[config.mk]
export PLATFORM = sky130hd
export DESIGN_NAME = efpga_op_arbiter_flat
export DESIGN_NICKNAME = d
export VERILOG_FILES = /design/src/rtl/efpga_op_arbiter_if.sv /design/src/rtl/efpga_op_arbiter.sv /design/src/flat_wrapper.sv
export SDC_FILE = /design/constraint.sdc
export NUM_CORES = 1
export LEC_CHECK = 0
export ABC_AREA = 1
export BUFFER_PORTS_ARGS = -buffer_cell sky130_fd_sc_hd__buf_2
export CORE_AREA = 2 2 160 162
export CTS_CLUSTER_DIAMETER = 100
export CTS_CLUSTER_SIZE = 30
export DETAILED_ROUTE_END_ITERATION = 10
export DIE_AREA = 0 0 162 164
export PLACE_DENSITY = 0.66
export SYNTH_ARGS = -nofsm -noshare
export SYNTH_HDL_FRONTEND = slang
export SYNTH_SLANG_ARGS = --single-unit
[constraint.sdc]
create_clock -name clk -period 3.9 [get_ports clk]
set_input_delay 0.39 -clock clk [delete_from_list [all_inputs] [get_ports clk]]
set_output_delay 0.39 -clock clk [all_outputs]
set_load 0.02 [all_outputs]
[src/rtl/efpga_op_arbiter_if.sv]
// rtl/efpga_op_arbiter_if.sv - eFPGA accelerator pin bundle between the arbiter and the eFPGA
interface efpga_op_arbiter_if;
   logic        eFPGA_en_o;
   logic        eFPGA_write_strobe_o;
   logic [31:0] eFPGA_operand_a_o;
   logic [31:0] eFPGA_operand_b_o;
   logic [1:0]  eFPGA_operator_o;
   logic [3:0]  eFPGA_delay_o;
   logic        eFPGA_fpga_done_i;
   logic [31:0] eFPGA_result_a_i;
   logic [31:0] eFPGA_result_b_i;
   logic [31:0] eFPGA_result_c_i;

   modport master (
      output eFPGA_en_o, eFPGA_write_strobe_o, eFPGA_operand_a_o, eFPGA_operand_b_o,
             eFPGA_operator_o, eFPGA_delay_o,
      input  eFPGA_fpga_done_i, eFPGA_result_a_i, eFPGA_result_b_i, eFPGA_result_c_i
   );

   modport slave (
      input  eFPGA_en_o, eFPGA_write_strobe_o, eFPGA_operand_a_o, eFPGA_operand_b_o,
             eFPGA_operator_o, eFPGA_delay_o,
      output eFPGA_fpga_done_i, eFPGA_result_a_i, eFPGA_result_b_i, eFPGA_result_c_i
   );
endinterface

[src/rtl/efpga_op_arbiter.sv]
// rtl/efpga_op_arbiter.sv - round-robin sharing of the eFPGA port between r0 and r1; EFPGA_ARB_STATS_EN adds op/timeout counters
module efpga_op_arbiter #(
   parameter int TIMEOUT = 64
) (
   input  logic        clk,
   input  logic        reset,
   input  logic        r0_req_i,
   input  logic [31:0] r0_operand_a_i,
   input  logic [31:0] r0_operand_b_i,
   input  logic [1:0]  r0_operator_i,
   input  logic [3:0]  r0_delay_i,
   output logic        r0_gnt_o,
   output logic        r0_done_o,
   output logic        r0_err_o,
   input  logic        r1_req_i,
   input  logic [31:0] r1_operand_a_i,
   input  logic [31:0] r1_operand_b_i,
   input  logic [1:0]  r1_operator_i,
   input  logic [3:0]  r1_delay_i,
   output logic        r1_gnt_o,
   output logic        r1_done_o,
   output logic        r1_err_o,
   output logic [31:0] res_a_o,
   output logic [31:0] res_b_o,
   output logic [31:0] res_c_o,
   output logic        busy_o,
`ifdef EFPGA_ARB_STATS_EN
   output logic [15:0] op_count_o,
   output logic [7:0]  timeout_count_o,
`endif
   efpga_op_arbiter_if.master efpga
);

   typedef enum logic [2:0] {IDLE, ISSUE, WAIT_DELAY, WAIT_DONE, RESP} state_t;

   localparam logic [7:0] TO_LAST = 8'(TIMEOUT - 1);

   state_t     state;
   logic       owner;
   logic       last_grant;
   logic [3:0] dly_cnt;
   logic [7:0] to_cnt;
   logic       pick;

   // winner selection: a lone requester wins, a tie goes to the one not served last
   always_comb begin
      pick = 1'b0;
      if (r0_req_i && r1_req_i) begin
         pick = ~last_grant;
      end else begin
         pick = r1_req_i;
      end
   end

   // operation sequencer; every output is a register written here
   always_ff @(posedge clk) begin
      if (reset) begin
         state                      <= IDLE;
         owner                      <= 1'b0;
         last_grant                 <= 1'b1;
         dly_cnt                    <= '0;
         to_cnt                     <= '0;
         r0_gnt_o                   <= 1'b0;
         r0_done_o                  <= 1'b0;
         r0_err_o                   <= 1'b0;
         r1_gnt_o                   <= 1'b0;
         r1_done_o                  <= 1'b0;
         r1_err_o                   <= 1'b0;
         res_a_o                    <= '0;
         res_b_o                    <= '0;
         res_c_o                    <= '0;
         busy_o                     <= 1'b0;
         efpga.eFPGA_en_o           <= 1'b0;
         efpga.eFPGA_write_strobe_o <= 1'b0;
         efpga.eFPGA_operand_a_o    <= '0;
         efpga.eFPGA_operand_b_o    <= '0;
         efpga.eFPGA_operator_o     <= '0;
         efpga.eFPGA_delay_o        <= '0;
      end else begin
         case (state)
            IDLE: begin
               if (r0_req_i || r1_req_i) begin
                  owner                      <= pick;
                  efpga.eFPGA_operand_a_o    <= pick ? r1_operand_a_i : r0_operand_a_i;
                  efpga.eFPGA_operand_b_o    <= pick ? r1_operand_b_i : r0_operand_b_i;
                  efpga.eFPGA_operator_o     <= pick ? r1_operator_i  : r0_operator_i;
                  efpga.eFPGA_delay_o        <= pick ? r1_delay_i     : r0_delay_i;
                  r0_gnt_o                   <= ~pick;
                  r1_gnt_o                   <= pick;
                  efpga.eFPGA_write_strobe_o <= 1'b1;
                  efpga.eFPGA_en_o           <= 1'b1;
                  busy_o                     <= 1'b1;
                  state                      <= ISSUE;
               end
            end
            ISSUE: begin
               r0_gnt_o                   <= 1'b0;
               r1_gnt_o                   <= 1'b0;
               efpga.eFPGA_write_strobe_o <= 1'b0;
               dly_cnt                    <= efpga.eFPGA_delay_o;
               to_cnt                     <= '0;
               state <= (efpga.eFPGA_delay_o != 4'd0) ? WAIT_DELAY : WAIT_DONE;
            end
            WAIT_DELAY: begin
               // done_i is deliberately not looked at while the delay runs
               dly_cnt <= dly_cnt - 4'd1;
               if (dly_cnt == 4'd1) begin
                  state <= WAIT_DONE;
               end
            end
            WAIT_DONE: begin
               // a done arriving on the timeout cycle still counts as success
               if (efpga.eFPGA_fpga_done_i) begin
                  res_a_o          <= efpga.eFPGA_result_a_i;
                  res_b_o          <= efpga.eFPGA_result_b_i;
                  res_c_o          <= efpga.eFPGA_result_c_i;
                  r0_done_o        <= ~owner;
                  r1_done_o        <= owner;
                  r0_err_o         <= 1'b0;
                  r1_err_o         <= 1'b0;
                  efpga.eFPGA_en_o <= 1'b0;
                  state            <= RESP;
               end else if (to_cnt == TO_LAST) begin
                  res_a_o          <= '0;
                  res_b_o          <= '0;
                  res_c_o          <= '0;
                  r0_done_o        <= ~owner;
                  r1_done_o        <= owner;
                  r0_err_o         <= ~owner;
                  r1_err_o         <= owner;
                  efpga.eFPGA_en_o <= 1'b0;
                  state            <= RESP;
               end else begin
                  to_cnt <= to_cnt + 8'd1;
               end
            end
            RESP: begin
               r0_done_o  <= 1'b0;
               r1_done_o  <= 1'b0;
               r0_err_o   <= 1'b0;
               r1_err_o   <= 1'b0;
               busy_o     <= 1'b0;
               last_grant <= owner;
               state      <= IDLE;
            end
            default: state <= IDLE;
         endcase
      end
   end

`ifdef EFPGA_ARB_STATS_EN
   // per-RESP tallies of completed operations and timeouts, sticking at all-ones
   always_ff @(posedge clk) begin
      if (reset) begin
         op_count_o      <= '0;
         timeout_count_o <= '0;
      end else if (state == RESP) begin
         if (op_count_o != 16'hFFFF) begin
            op_count_o <= op_count_o + 16'd1;
         end
         if ((r0_err_o || r1_err_o) && (timeout_count_o != 8'hFF)) begin
            timeout_count_o <= timeout_count_o + 8'd1;
         end
      end
   end
`endif

endmodule

[src/flat_wrapper.sv]
// flat-port wrapper written by rule: the top's interface ports become plain ports
module efpga_op_arbiter_flat 
#(
   parameter int TIMEOUT = 64
)
  (clk, reset, r0_req_i, r0_operand_a_i, r0_operand_b_i, r0_operator_i, r0_delay_i, r0_gnt_o, r0_done_o, r0_err_o, r1_req_i, r1_operand_a_i, r1_operand_b_i, r1_operator_i, r1_delay_i, r1_gnt_o, r1_done_o, r1_err_o, res_a_o, res_b_o, res_c_o, busy_o, efpga_eFPGA_en_o, efpga_eFPGA_write_strobe_o, efpga_eFPGA_operand_a_o, efpga_eFPGA_operand_b_o, efpga_eFPGA_operator_o, efpga_eFPGA_delay_o, efpga_eFPGA_fpga_done_i, efpga_eFPGA_result_a_i, efpga_eFPGA_result_b_i, efpga_eFPGA_result_c_i);
  efpga_op_arbiter_if efpga_i ();
  input  logic clk;
  input  logic reset;
  input  logic r0_req_i;
  input  logic [31:0] r0_operand_a_i;
  input  logic [31:0] r0_operand_b_i;
  input  logic [1:0] r0_operator_i;
  input  logic [3:0] r0_delay_i;
  output logic r0_gnt_o;
  output logic r0_done_o;
  output logic r0_err_o;
  input  logic r1_req_i;
  input  logic [31:0] r1_operand_a_i;
  input  logic [31:0] r1_operand_b_i;
  input  logic [1:0] r1_operator_i;
  input  logic [3:0] r1_delay_i;
  output logic r1_gnt_o;
  output logic r1_done_o;
  output logic r1_err_o;
  output logic [31:0] res_a_o;
  output logic [31:0] res_b_o;
  output logic [31:0] res_c_o;
  output logic busy_o;
  output wire logic [$bits(efpga_i.eFPGA_en_o)-1:0] efpga_eFPGA_en_o;
  output wire logic [$bits(efpga_i.eFPGA_write_strobe_o)-1:0] efpga_eFPGA_write_strobe_o;
  output wire logic [$bits(efpga_i.eFPGA_operand_a_o)-1:0] efpga_eFPGA_operand_a_o;
  output wire logic [$bits(efpga_i.eFPGA_operand_b_o)-1:0] efpga_eFPGA_operand_b_o;
  output wire logic [$bits(efpga_i.eFPGA_operator_o)-1:0] efpga_eFPGA_operator_o;
  output wire logic [$bits(efpga_i.eFPGA_delay_o)-1:0] efpga_eFPGA_delay_o;
  input wire logic [$bits(efpga_i.eFPGA_fpga_done_i)-1:0] efpga_eFPGA_fpga_done_i;
  input wire logic [$bits(efpga_i.eFPGA_result_a_i)-1:0] efpga_eFPGA_result_a_i;
  input wire logic [$bits(efpga_i.eFPGA_result_b_i)-1:0] efpga_eFPGA_result_b_i;
  input wire logic [$bits(efpga_i.eFPGA_result_c_i)-1:0] efpga_eFPGA_result_c_i;
  assign efpga_eFPGA_en_o = efpga_i.eFPGA_en_o;
  assign efpga_eFPGA_write_strobe_o = efpga_i.eFPGA_write_strobe_o;
  assign efpga_eFPGA_operand_a_o = efpga_i.eFPGA_operand_a_o;
  assign efpga_eFPGA_operand_b_o = efpga_i.eFPGA_operand_b_o;
  assign efpga_eFPGA_operator_o = efpga_i.eFPGA_operator_o;
  assign efpga_eFPGA_delay_o = efpga_i.eFPGA_delay_o;
  assign efpga_i.eFPGA_fpga_done_i = efpga_eFPGA_fpga_done_i;
  assign efpga_i.eFPGA_result_a_i = efpga_eFPGA_result_a_i;
  assign efpga_i.eFPGA_result_b_i = efpga_eFPGA_result_b_i;
  assign efpga_i.eFPGA_result_c_i = efpga_eFPGA_result_c_i;
  efpga_op_arbiter #(.TIMEOUT(TIMEOUT)) u_core (.clk(clk), .reset(reset), .r0_req_i(r0_req_i), .r0_operand_a_i(r0_operand_a_i), .r0_operand_b_i(r0_operand_b_i), .r0_operator_i(r0_operator_i), .r0_delay_i(r0_delay_i), .r0_gnt_o(r0_gnt_o), .r0_done_o(r0_done_o), .r0_err_o(r0_err_o), .r1_req_i(r1_req_i), .r1_operand_a_i(r1_operand_a_i), .r1_operand_b_i(r1_operand_b_i), .r1_operator_i(r1_operator_i), .r1_delay_i(r1_delay_i), .r1_gnt_o(r1_gnt_o), .r1_done_o(r1_done_o), .r1_err_o(r1_err_o), .res_a_o(res_a_o), .res_b_o(res_b_o), .res_c_o(res_c_o), .busy_o(busy_o), .efpga(efpga_i));
endmodule
# Word-level counts from Yosys, hierarchy flattened
# Cells that the tools add are included.
# W data, S select, Z words.
[word_totals]
input_bits = 241
elab_cells = 95
regBits = 192
[op_classes]
mux = 39
addsub = 2
n_bitwise = 3
reduce_logical = 19
n_eq_ne = 11
[ops]
columns = ["cell", "n"]
rows = [
  ["$mux W32", 6],
  ["$pmux W1 S2", 9],
  ["$mux W8", 2],
  ["$pmux W8 S2", 1],
  ["$reduce_bool A2 Y1", 7],
  ["$mux W1", 13],
  ["$mux W3", 4],
  ["$pmux W3 S4", 1],
  ["$reduce_and A2 Y1", 5],
  ["$reduce_and A3 Y1", 3],
  ["$add A8 B1 Y8 const B", 1],
  ["$eq A8 B6 Y1 const B", 1],
  ["$pmux W4 S2", 1],
  ["$eq A3 B2 Y1 const B", 2],
  ["$eq A4 B1 Y1 const B", 1],
  ["$mux W4", 1],
  ["$ne A2 B1 Y1 const B", 2],
  ["$ne A2 B2 Y1 const B", 2],
  ["$reduce_bool A4 Y1", 1],
  ["$sub A4 B1 Y4 const B", 1],
  ["$eq A3 B1 Y1 const B", 1],
  ["$eq A3 B3 Y1 const B", 1],
  ["$logic_not A3 Y1", 1],
  ["$ne A3 B2 Y1 const B", 1],
  ["other kinds (4)", 6],
]

# Logic depth before layout (Yosys ltp)
# Gate-level depths: netlist (run 1).
[depth]
depth_word = 5
mapped_depth = 10
depth_no_buf = 10

# Worst setup path before layout (run 1)
# OpenSTA, ideal clock, no wires.
[synth_timing]
path_kind = "register -> register"
from = "register u_core.to_cnt[0]"
to = "register u_core.res_c_o[10]"
t_arrival_ps = 1309
stages_incl_launch_ff = 9
t_required_ps = 3787
setup_time_ps = 113
synth_period_minus_slack_ps = 1421
slack_ps = 2479
cell_sequence = "dfxtp_1 ha_1 nand2_2 nor2_4 nand3_4 buf_2 buf_6 nand3_2 nand2_1"
[synth_between]
elab_chain_len = 3
[synth_lines]
columns = ["element", "line", "text"]
rows = [
  ["from (decl)", "efpga_op_arbiter.sv:42", "logic [7:0] to_cnt;"],
  ["from (signal assigned)", "efpga_op_arbiter.sv:134", "to_cnt <= to_cnt + 8'd1;"],
  ["$eq A8 B6 Y1", "efpga_op_arbiter.sv:123", "end else if (to_cnt == TO_LAST) begin"],
  ["$reduce_bool A2 Y1 (no line)", "n/a", ""],
  ["$reduce_and A2 Y1 (no line)", "n/a", ""],
  ["to (signal assigned)", "efpga_op_arbiter.sv:116", "res_c_o <= efpga.eFPGA_result_c_i;"],
  ["to (decl)", "efpga_op_arbiter.sv:25", "output logic [31:0] res_c_o,"],
]
# Every way passes these cells.
# A chain may end at the register's enable or synchronous reset.

# Worst setup path after layout (run 1)
[layout_timing]
from = "register u_core.to_cnt[0]"
to = "register u_core.res_b_o[26]"
[layout_between]
elab_chain_len = 3
[layout_lines]
columns = ["element", "line", "text"]
rows = [
  ["$eq A8 B6 Y1", "efpga_op_arbiter.sv:123", ""],
  ["$reduce_bool A2 Y1 (no line)", "n/a", ""],
  ["$reduce_and A2 Y1 (no line)", "n/a", ""],
  ["to (signal assigned)", "efpga_op_arbiter.sv:115", "res_b_o <= efpga.eFPGA_result_b_i;"],
  ["to (decl)", "efpga_op_arbiter.sv:24", "output logic [31:0] res_b_o,"],
]
# Every way passes these cells.

==> flow_summary_export.csv, run 1 <==
group,metric,value,unit
die,die_w,162,µm
final_layout,fill_cells,2619,
placed_design,dp_cells,1697,
worst_setup_path,rr_startpoint,"u_core.to_cnt[0]",
synthesis,synth_mux_area_share,0,%
synthesis,yosys.area_share.adder,0.4727,%
clock_network,clk_latency,420,ps
synthesis,synth_top_area_share,48.40,%
worst_setup_path,cp-startpoint,"u_core.to_cnt[0]",
worst_setup_path,critical_path_class,"reg2reg",
die,die_y,164,µm
timing,fmax,422.8,MHz
detailed_routing,drc,0,
worst_setup_path,crit_chain,"ha_1, nand2_2, nor2_4, nand3_4, buf_4, nand3_1, nand2_1",
timing,drv_slew,0,
worst_setup_path,crit_path_max_fanout,61,
final_layout,regArea,3844,µm²
synthesis,seq_area_frac_synth,48.40,%
pwr,vdd_drop_max,0.0003135,V
global_routing,antenna_found_initial,9,
clock_network,numCtsBuffers,17,
synthesis,synthCells,1021,
die,die_area,26570,µm²
placed_design,dp_hpwl,20.23,mm
timing,hold_viol,0,
timing,worst_slew_pin_slew,974.3,ps
global_routing,grt_first_pass_wirelength,42.21,mm
synthesis,yosysWarnings,0,
timing,rsz0062_at_grt,"false",
final_layout,finalNonFillerCells,1733,
clock_network,clk_root_buffer_cell,"clkbuf_16",
synthesis,synth_top_family_by_area,"simple AND/OR/NAND/NOR gates",
detailed_routing,initialDrtViolationCount,597,
final_layout,multi_input_area,3532,µm²
final_layout,final_common_cell,"buf_2",
worst_setup_path,regToRegSetupSlack,1530,ps
clock_network,cts_setup_buffers,0,
final_layout,syn_to_final_growth,34.46,%
clock_network,cts.clk_slew.worst_paths,70,ps
timing,period_share,60.64,%
die,core-area,24820,µm²
detailed_routing,ant_nets,0,
synthesis,ys_top_cells_by_area,"dfxtp_1 48%, nand3_1 11%, nand2_1 11%",
clock_network,clockBufferDepth,2,
synthesis,yosys.area_share.simple,28.52,%
timing,max-slew-margin-rel,35.05,%
detailed_routing,wl_per_cell,16.15,µm
worst_setup_path,cpMaxStageDelayCell,"nand3_4",
final_layout,finalNetCount,1630,
synthesis,synth-compound-area-share,15.39,%
placed_design,place.gp.congestion,0.8124,
pwr,power.density,615.4,nW/µm²
timing,finalSetupTns,0,ps
pwr,power,6.571,mW
synthesis,syn_nets,1265,
synthesis,ys_ff_latch,192,
detailed_routing,vias_per_cell,4.901,
worst_setup_path,worstReg2RegEnd,"u_core.res_b_o[26]",
flow_run,drv_cap,0,
detailed_routing,num_vias,8493,
clock_network,ctsHoldBuffers,0,
clock_network,h-tree-depth,4,
hold_path,worstHoldPathType,"in2reg",
clock_network,cts_tree,"yes",
global_routing,grt_max_degree,93,
global_routing,grt.overflow.total,0,
timing,fin_skew,11.79,ps
global_routing,grt_util_all_layers,19.91,%
placed_design,port_buffers,415,
die,pin_count,416,
timing,post-route-min-period,2365,ps
synthesis,synth-xor-area-share,0,%
worst_setup_path,required,4200,ps
synthesis,synth_cell_types,35,
worst_setup_path,worst_ep_arrival_time,2670,ps
detailed_routing,wirelength,27.98,mm
detailed_routing,firstDrtPassIters,5,
die,num_rows,58,
clock_network,cts_resized,0,
worst_setup_path,cp-end-kind,"register",
synthesis,synth_top_cell_by_area,"dfxtp_1",
worst_setup_path,timing.critical_path.to,"u_core.res_b_o[26]",
timing,setup_viol,0,
synthesis,syn_area_per_cell,7.778,µm²
final_layout,drive_gt1_share,36.34,%
die,initial_core_util,32.00,%
synthesis,syn_area,7941,µm²
worst_setup_path,slowest_delay,660,ps
run_status,status,"completed",
clock_network,clock_sinks,192,
global_routing,grt_pass1_vias,7875,
final_layout,layout_common_cells,"415 x buf_2, 224 x nand2_1, 192 x dfxtp_1, 180 x nand3_1, 158 x a21oi_1",
worst_setup_path,reg2reg_depth,7,
worst_setup_path,worst_setup_path_start_kind,"register",
pwr,p_leak,5.430,nW
-- where the power goes --
part / switching [mW] / internal, mW / total, mW / leakage [nW]
clock: 0.858 / 0.863 / 1.72 / 0.281
sequential: 0.235 / 2.38 / 2.62 / 1.57
combinational: 1.52 / 0.712 / 2.23 / 3.58
-- per-layer routing --
layer | part of all wire (%) | wire length (µm) | track usage (%)
met1 | 41 | 11420 | 23.69
met2 | 48 | 13500 | 34.00
met3 | 9.1 | 2538 | 6.944
met4 | 1.8 | 490 | 5.792
met5 | 0.12 | 34 | 0
-- metrics by stage --
step,util [%],instance area (µm²),hold WS [ps],worst slack (ps)
after floorplan,-,7941,459.2,2479
after global placement,40.69,10100,443.5,1307
after detailed placement,40.69,10100,450.9,1332
after CTS,42.97,10670,170.3,1526
after global routing,43.00,10670,179.5,1340
final,43.02,10680,194.3,1535
-- synthesized netlist by cell type (all sizes together) --
| cell type | count |
|---|---|
| a211oi | 1 |
| a21boi | 1 |
| a21oi | 159 |
| a22oi | 1 |
| a31oi | 1 |
| buf | 46 |
| clkbuf | 35 |
| dfxtp | 192 |
| ha | 3 |
| inv | 33 |
| nand2 | 229 |
| nand3 | 212 |
| nand3b | 1 |
| nand4 | 2 |
| nor2 | 23 |
| nor3 | 5 |
| nor3b | 1 |
| o211a | 1 |
| o211ai | 2 |
| o21ai | 71 |
| o21bai | 1 |
| o22ai | 1 |
-- state kept, by name, summed over array words and instances, names as in the netlist, 4 cells and up --
name                            count
u_core.res_c_o                     32
u_core.res_b_o                     32
u_core.res_a_o                     32
u_core.efpga.eFPGA_delay_o          4
u_core.to_cnt                       8
u_core.efpga.eFPGA_operand_b_o     32
u_core.efpga.eFPGA_operand_a_o     32
u_core.dly_cnt                      4
-- layout make-up --
type	count	area share, %
diodes	5	0.1172
inverters	33	1.219
flip-flops and latches	192	36.00
clock buffers	18	4.113
clock inverters	13	1.195
well taps	330	3.867
multi-input cells	715	33.08
repair buffers	427	20.41
-- cells by family after synthesis --
logic type               count (synthesis)
flip-flops                             192
AND/OR/NAND/NOR                        473
adder cells (fa/ha/maj)                  3
AO/OA/AOI/OAI                          239
buffers and inverters                  114
-- worst max-delay path, delay by kind of cell, from the launching register on --
family	cells	cell delay, ps
adder cells (fa/ha/maj)	1	210
buffers and inverters	1	510
flip-flops	1	400
AND/OR/NAND/NOR	5	1070
-- worst min path at each step --
stage / start / to / depth (start not counted)
5_1_grt: efpga_eFPGA_result_a_i[15] / u_core.res_a_o[15] / 3
3_3_place_gp: u_core.res_c_o[12] / u_core.res_c_o[12] / 2
3_5_place_dp: u_core.res_c_o[19] / u_core.res_c_o[19] / 2
4_1_cts: efpga_eFPGA_result_b_i[9] / u_core.res_b_o[9] / 3
6_report: efpga_eFPGA_result_c_i[12] / u_core.res_c_o[12] / 3
2_1_floorplan: u_core.to_cnt[7] / u_core.to_cnt[7] / 2
No activity file was read; power rests on OpenSTA's default activity.
==> run 2, diff against run 1 <==
clock period = 2.4 ns   (was 3.9 ns; I/O delays follow)
==> flow_summary_export.csv, run 2 (synthesis gave the netlist of run 1 again) <==
group,metric,value,unit
clock_network,h-tree-depth,4,
pwr,switchingPower,4.231,mW
flow_run,drv_cap,0,
worst_setup_path,cpMaxStageDelayCell,"dfxtp_1",
worst_setup_path,critPathMostFrequentCell,"nand2_2",
pwr,power.density,995.7,nW/µm²
clock_network,cts_tree,"yes",
worst_setup_path,slowest_delay,400,ps
timing,post-route-min-period,1755,ps
timing,fin_skew,16.25,ps
worst_setup_path,crit_path_max_fanout,15,
clock_network,cts_resized,0,
pwr,switching_share,39.45,%
clock_network,clock_sinks,192,
die,pin_count,416,
run_status,status,"completed",
global_routing,grt_util_all_layers,19.72,%
timing,period_share,73.11,%
final_layout,layout_common_cells,"415 x buf_2, 224 x nand2_1, 192 x dfxtp_1, 180 x nand3_1, 158 x a21oi_1",
worst_setup_path,worst_ep_arrival_time,2070,ps
final_layout,final_common_cell,"buf_2",
die,die_w,162,µm
timing,setup_viol,0,
die,initial_core_util,32.00,%
global_routing,grt.overflow.total,0,
final_layout,finalNonFillerCells,1735,
final_layout,regArea,3844,µm²
clock_network,clk_latency,430,ps
clock_network,cts_setup_buffers,0,
detailed_routing,firstDrtPassIters,5,
pwr,vdd_drop_max,0.0004663,V
final_layout,syn_to_final_growth,35.61,%
clock_network,cts.clk_slew.worst_paths,80,ps
die,num_rows,58,
timing,hold_viol,0,
timing,fmax,569.9,MHz
detailed_routing,wl_per_cell,15.88,µm
worst_setup_path,cp-end-kind,"register",
pwr,power.internal,6.493,mW
global_routing,grt_pass1_vias,7830,
placed_design,port_buffers,415,
final_layout,finalNetCount,1634,
timing,max-slew-margin-rel,42.09,%
hold_path,hold_path_depth,3,
timing,worst_slew_pin_slew,868.7,ps
global_routing,grt_first_pass_wirelength,42.12,mm
pwr,combinationalPowerShare,34.6,%
clock_network,clockBufferDepth,2,
worst_setup_path,worst_setup_path_start_kind,"register",
pwr,p_leak,5.471,nW
placed_design,place.gp.congestion,0.8587,
detailed_routing,vias_per_cell,4.896,
timing,rsz0062_at_grt,"false",
worst_setup_path,required,2710,ps
hold_path,worstHoldPathType,"in2reg",
timing,drv_slew,0,
pwr,pwr-share-clk,25.8,%
final_layout,fill_cells,2646,
global_routing,antenna_found_initial,7,
detailed_routing,wirelength,27.55,mm
clock_network,ctsHoldBuffers,0,
worst_setup_path,crit_chain,"ha_1, nand2_2, nor2_4, nand2_1, nand2_2, nand2_2, o21ai_0, nor2_1",
detailed_routing,num_vias,8494,
worst_setup_path,critical_path_class,"reg2reg",
detailed_routing,drc,0,
clock_network,clk_root_buffer_cell,"clkbuf_16",
detailed_routing,initialDrtViolationCount,580,
die,die_y,164,µm
clock_network,numCtsBuffers,17,
die,die_area,26570,µm²
timing,finalSetupTns,0,ps
pwr,power_frac_seq,39.6,%
detailed_routing,ant_nets,0,
final_layout,multi_input_area,3532,µm²
placed_design,dp_hpwl,19.84,mm
final_layout,drive_gt1_share,36.52,%
die,core-area,24820,µm²
global_routing,grt_max_degree,172,
placed_design,dp_cells,1701,
worst_setup_path,reg2reg_depth,8,
[run 2: changes by cell type in the layout (fill, tap and decap cells not counted)]
cell / change
buf_12: +6
buf_4: -2
clkinv_4: -2
diode_2: -2
inv_6: +2
clkinv_8: -1
clkinvlp_4: +1
[run 2: layout make-up]
cell class	count	share of cell area, %
multi-input combinational	715	32.80
inverter	33	1.208
tap	330	3.834
timing repair buffer	431	21.22
clock buffer	18	4.078
clock inverter	13	1.104
sequential	192	35.69
antenna	3	0.06971
[run 2: routing by layer]
layer  track usage (%)  part of all wire [%]  vias to the layer above
met5                 0                 0.040                        -
met4             5.672                   1.7                        2
met3             6.616                   9.5                       32
met2             33.23                    48                      345
met1             24.01                    41                     3910
li1                  -                     -                     4205
[run 2: critical path: cells and delay by family (launching register included)]
family	cells	cell delay (ps)
AOI/OAI and AO/OA	1	190
adders and majority gates	1	220
DFF	1	400
and+or+nand+nor	6	840
[run 2: power groups by stage]
| stage | logic, mW | clock network, mW | registers (mW) |
|---|---|---|---|
| final | 3.71 | 2.77 | 4.24 |
| after global routing | 4.10 | 2.99 | 4.32 |
| after CTS | 3.74 | 2.86 | 4.24 |
| after detailed placement | 3.72 | 0 | 4.29 |
| after global placement | 3.71 | 0 | 4.28 |
| after floorplan | 1.69 | 0 | 5.03 |
[run 2: per-stage QoR]
step | instance area (µm²) | util, % | setup WS [ps] | total power, mW | hold slack [ps]
2_1_floorplan | 7941 | - | 978.6 | 6.726 | 378.3
3_3_place_gp | 10200 | 41.11 | 696.6 | 7.992 | 445.1
3_5_place_dp | 10200 | 41.11 | 640.2 | 8.014 | 450.8
4_1_cts | 10760 | 43.36 | 647.7 | 10.83 | 8.983
5_1_grt | 10770 | 43.38 | 431.7 | 11.41 | 16.50
6_report | 10770 | 43.39 | 645.3 | 10.72 | 36.42
[run 2: path summary, 6_finish.rpt]
| path | from | to | slack, ps |
|---|---|---|---|
| worst min-delay path | efpga_eFPGA_result_b_i[11] | u_core.res_b_o[11] | 40 |
| worst max register to register | u_core.to_cnt[1] | u_core.to_cnt[1] | 650 |
| worst min register to register | u_core.res_c_o[18] | u_core.res_c_o[18] | 460 |
| worst max-delay path | u_core.to_cnt[1] | u_core.to_cnt[1] | 650 |
==> run 3, diff against run 2 <==
PLACE_DENSITY = 0.68   (was 0.66)
clock period = 1.6 ns   (was 2.4 ns; I/O delays follow)
==> flow_summary_export.csv, run 3 (synthesis gave the netlist of run 1 again) <==
group,metric,value,unit
clock_network,clockBufferDepth,2,
run_status,status,"completed",
pwr,switchingPower,6.664,mW
detailed_routing,ant_nets,0,
clock_network,clk_latency,430,ps
global_routing,grt_pass1_vias,9025,
worst_setup_path,cp-end-kind,"register",
pwr,p_leak,6.341,nW
placed_design,post-place-ws,37.57,ps
die,num_rows,58,
die,initial_core_util,32.00,%
placed_design,dp_cells,1713,
timing,worst_slew_pin_slew,470.1,ps
placed_design,place_area,10360,µm²
clock_network,numCtsBuffers,17,
pwr,pwr-share-clk,24.6,%
global_routing,grt.overflow.total,0,
global_routing,grt_util_all_layers,21.16,%
placed_design,dp_hpwl,18.90,mm
final_layout,syn_to_final_growth,61.21,%
pwr,power_frac_seq,37.9,%
clock_network,clk_root_buffer_cell,"clkbuf_16",
timing,finalSetupTns,0,ps
final_layout,finalNonFillerCells,1923,
clock_network,cts.clk_slew.worst_paths,70,ps
die,core-area,24820,µm²
pwr,combinationalPowerShare,37.5,%
worst_setup_path,worst_setup_path_start_kind,"register",
timing,post-route-min-period,1513,ps
flow_run,drv_cap,0,
detailed_routing,drc,0,
pwr,power.density,1321,nW/µm²
timing,hold_slack,19.05,ps
timing,setup_viol,0,
placed_design,port_buffers,415,
timing,fin_skew,15.64,ps
timing,setup_slack,87.29,ps
detailed_routing,num_vias,9518,
detailed_routing,wirelength,31.26,mm
worst_setup_path,critical_path_class,"reg2reg",
final_layout,layout_common_cells,"415 x buf_2, 224 x nand2_1, 189 x dfxtp_1, 179 x nand3_1, 172 x dlygate4sd3_1",
clock_network,clock_sinks,192,
die,die_area,26570,µm²
timing,hold_viol,0,
final_layout,regArea,3847,µm²
detailed_routing,vias_per_cell,4.950,
timing,fmax,661.1,MHz
pwr,power.internal,10.25,mW
clock_network,cts_setup_buffers,0,
pwr,switching_share,39.40,%
die,die_y,164,µm
global_routing,grt_first_pass_wirelength,45.67,mm
placed_design,place.gp.congestion,0.8484,
worst_setup_path,worst_ep_arrival_time,1830,ps
die,pin_count,416,
die,die_w,162,µm
detailed_routing,initialDrtViolationCount,957,
final_layout,fill_cells,2324,
final_layout,stdcell_area,12800,µm²
timing,max-slew-margin-rel,68.66,%
clock_network,cts_tree,"yes",
final_layout,multi_input_area,3550,µm²
worst_setup_path,required,1910,ps
hold_path,worstHoldPathType,"in2reg",
timing,drv_slew,0,
timing,rsz0062_at_grt,"false",
detailed_routing,firstDrtPassIters,7,
worst_setup_path,crit_path_max_fanout,49,
clock_network,h-tree-depth,4,
timing,period_share,94.54,%
final_layout,drive_gt1_share,33.61,%
global_routing,antenna_found_initial,1,
global_routing,grt_max_degree,98,
detailed_routing,wl_per_cell,16.26,µm
final_layout,final_common_cell,"buf_2",
pwr,vdd_drop_max,0.0008203,V
final_layout,finalNetCount,1824,
[run 3: changes by cell type in the layout (fill, tap and decap cells not counted), sizes merged]
cell / before / now
diode: 3 / 1
buf: 431 / 445
inv: 39 / 40
dlygate4sd3: 0 / 172
clkinv: 6 / 5
clkbuf: 18 / 22
[run 3: final timing paths]
kind	to	cells past startpoint	from	slack (ps)
worst min-delay path	u_core.res_a_o[12]	3	efpga_eFPGA_result_a_i[12]	20
worst max register to register	u_core.res_a_o[24]	7	u_core.to_cnt[0]	90
worst min register to register	u_core.res_c_o[20]	2	u_core.res_c_o[20]	460
worst max-delay path	u_core.res_a_o[24]	7	u_core.to_cnt[0]	90
[run 3: metrics by stage]
step	utilization, %	total power [mW]
final	51.58	16.92
after global routing	51.58	17.86
after CTS	50.91	16.76
after detailed placement	41.73	12.19
after global placement	41.73	12.11
after floorplan	-	10.09
[run 3: timing repair]
action                                  in CTS  in global routing
endpoints found under the hold margin      161                  0
endpoints found under the setup margin       0                114
hold buffers                               172                  0
gates resized for setup                      0                 14
[run 3: layout make-up]
type / count / area share, %
clock buffer: 18 / 3.430
clock inverter: 13 / 0.9285
timing repair buffer: 621 / 33.56
tap: 330 / 3.225
sequential: 192 / 30.05
inverter: 33 / 1.056
antenna: 1 / 0.01955
multi-input combinational: 715 / 27.73
[run 3: critical path: stages (launching register included)]
cell and delay (ps):
dfxtp_1 350, ha_2 190, nand2_2 100, nor2_4 160, nand3_4 150, buf_16 220
nand3_1 140, nand2_1 50
[run 3: power by group through the flow]
stage	logic, mW	clock network [mW]	registers [mW]
2_1_floorplan	2.54	0	7.55
3_5_place_dp	5.75	0	6.44
6_report	6.35	4.17	6.40
5_1_grt	6.87	4.48	6.51
3_3_place_gp	5.68	0	6.44
4_1_cts	6.10	4.30	6.36
[run 3: metal layers]
layer	track usage (%)	part of all wire, %	vias to the layer above
met4	7.200	2.4	0
met1	24.78	39	4419
met3	6.162	8.4	56
li1	-	-	4587
met2	37.06	50	456
met5	0	0	-
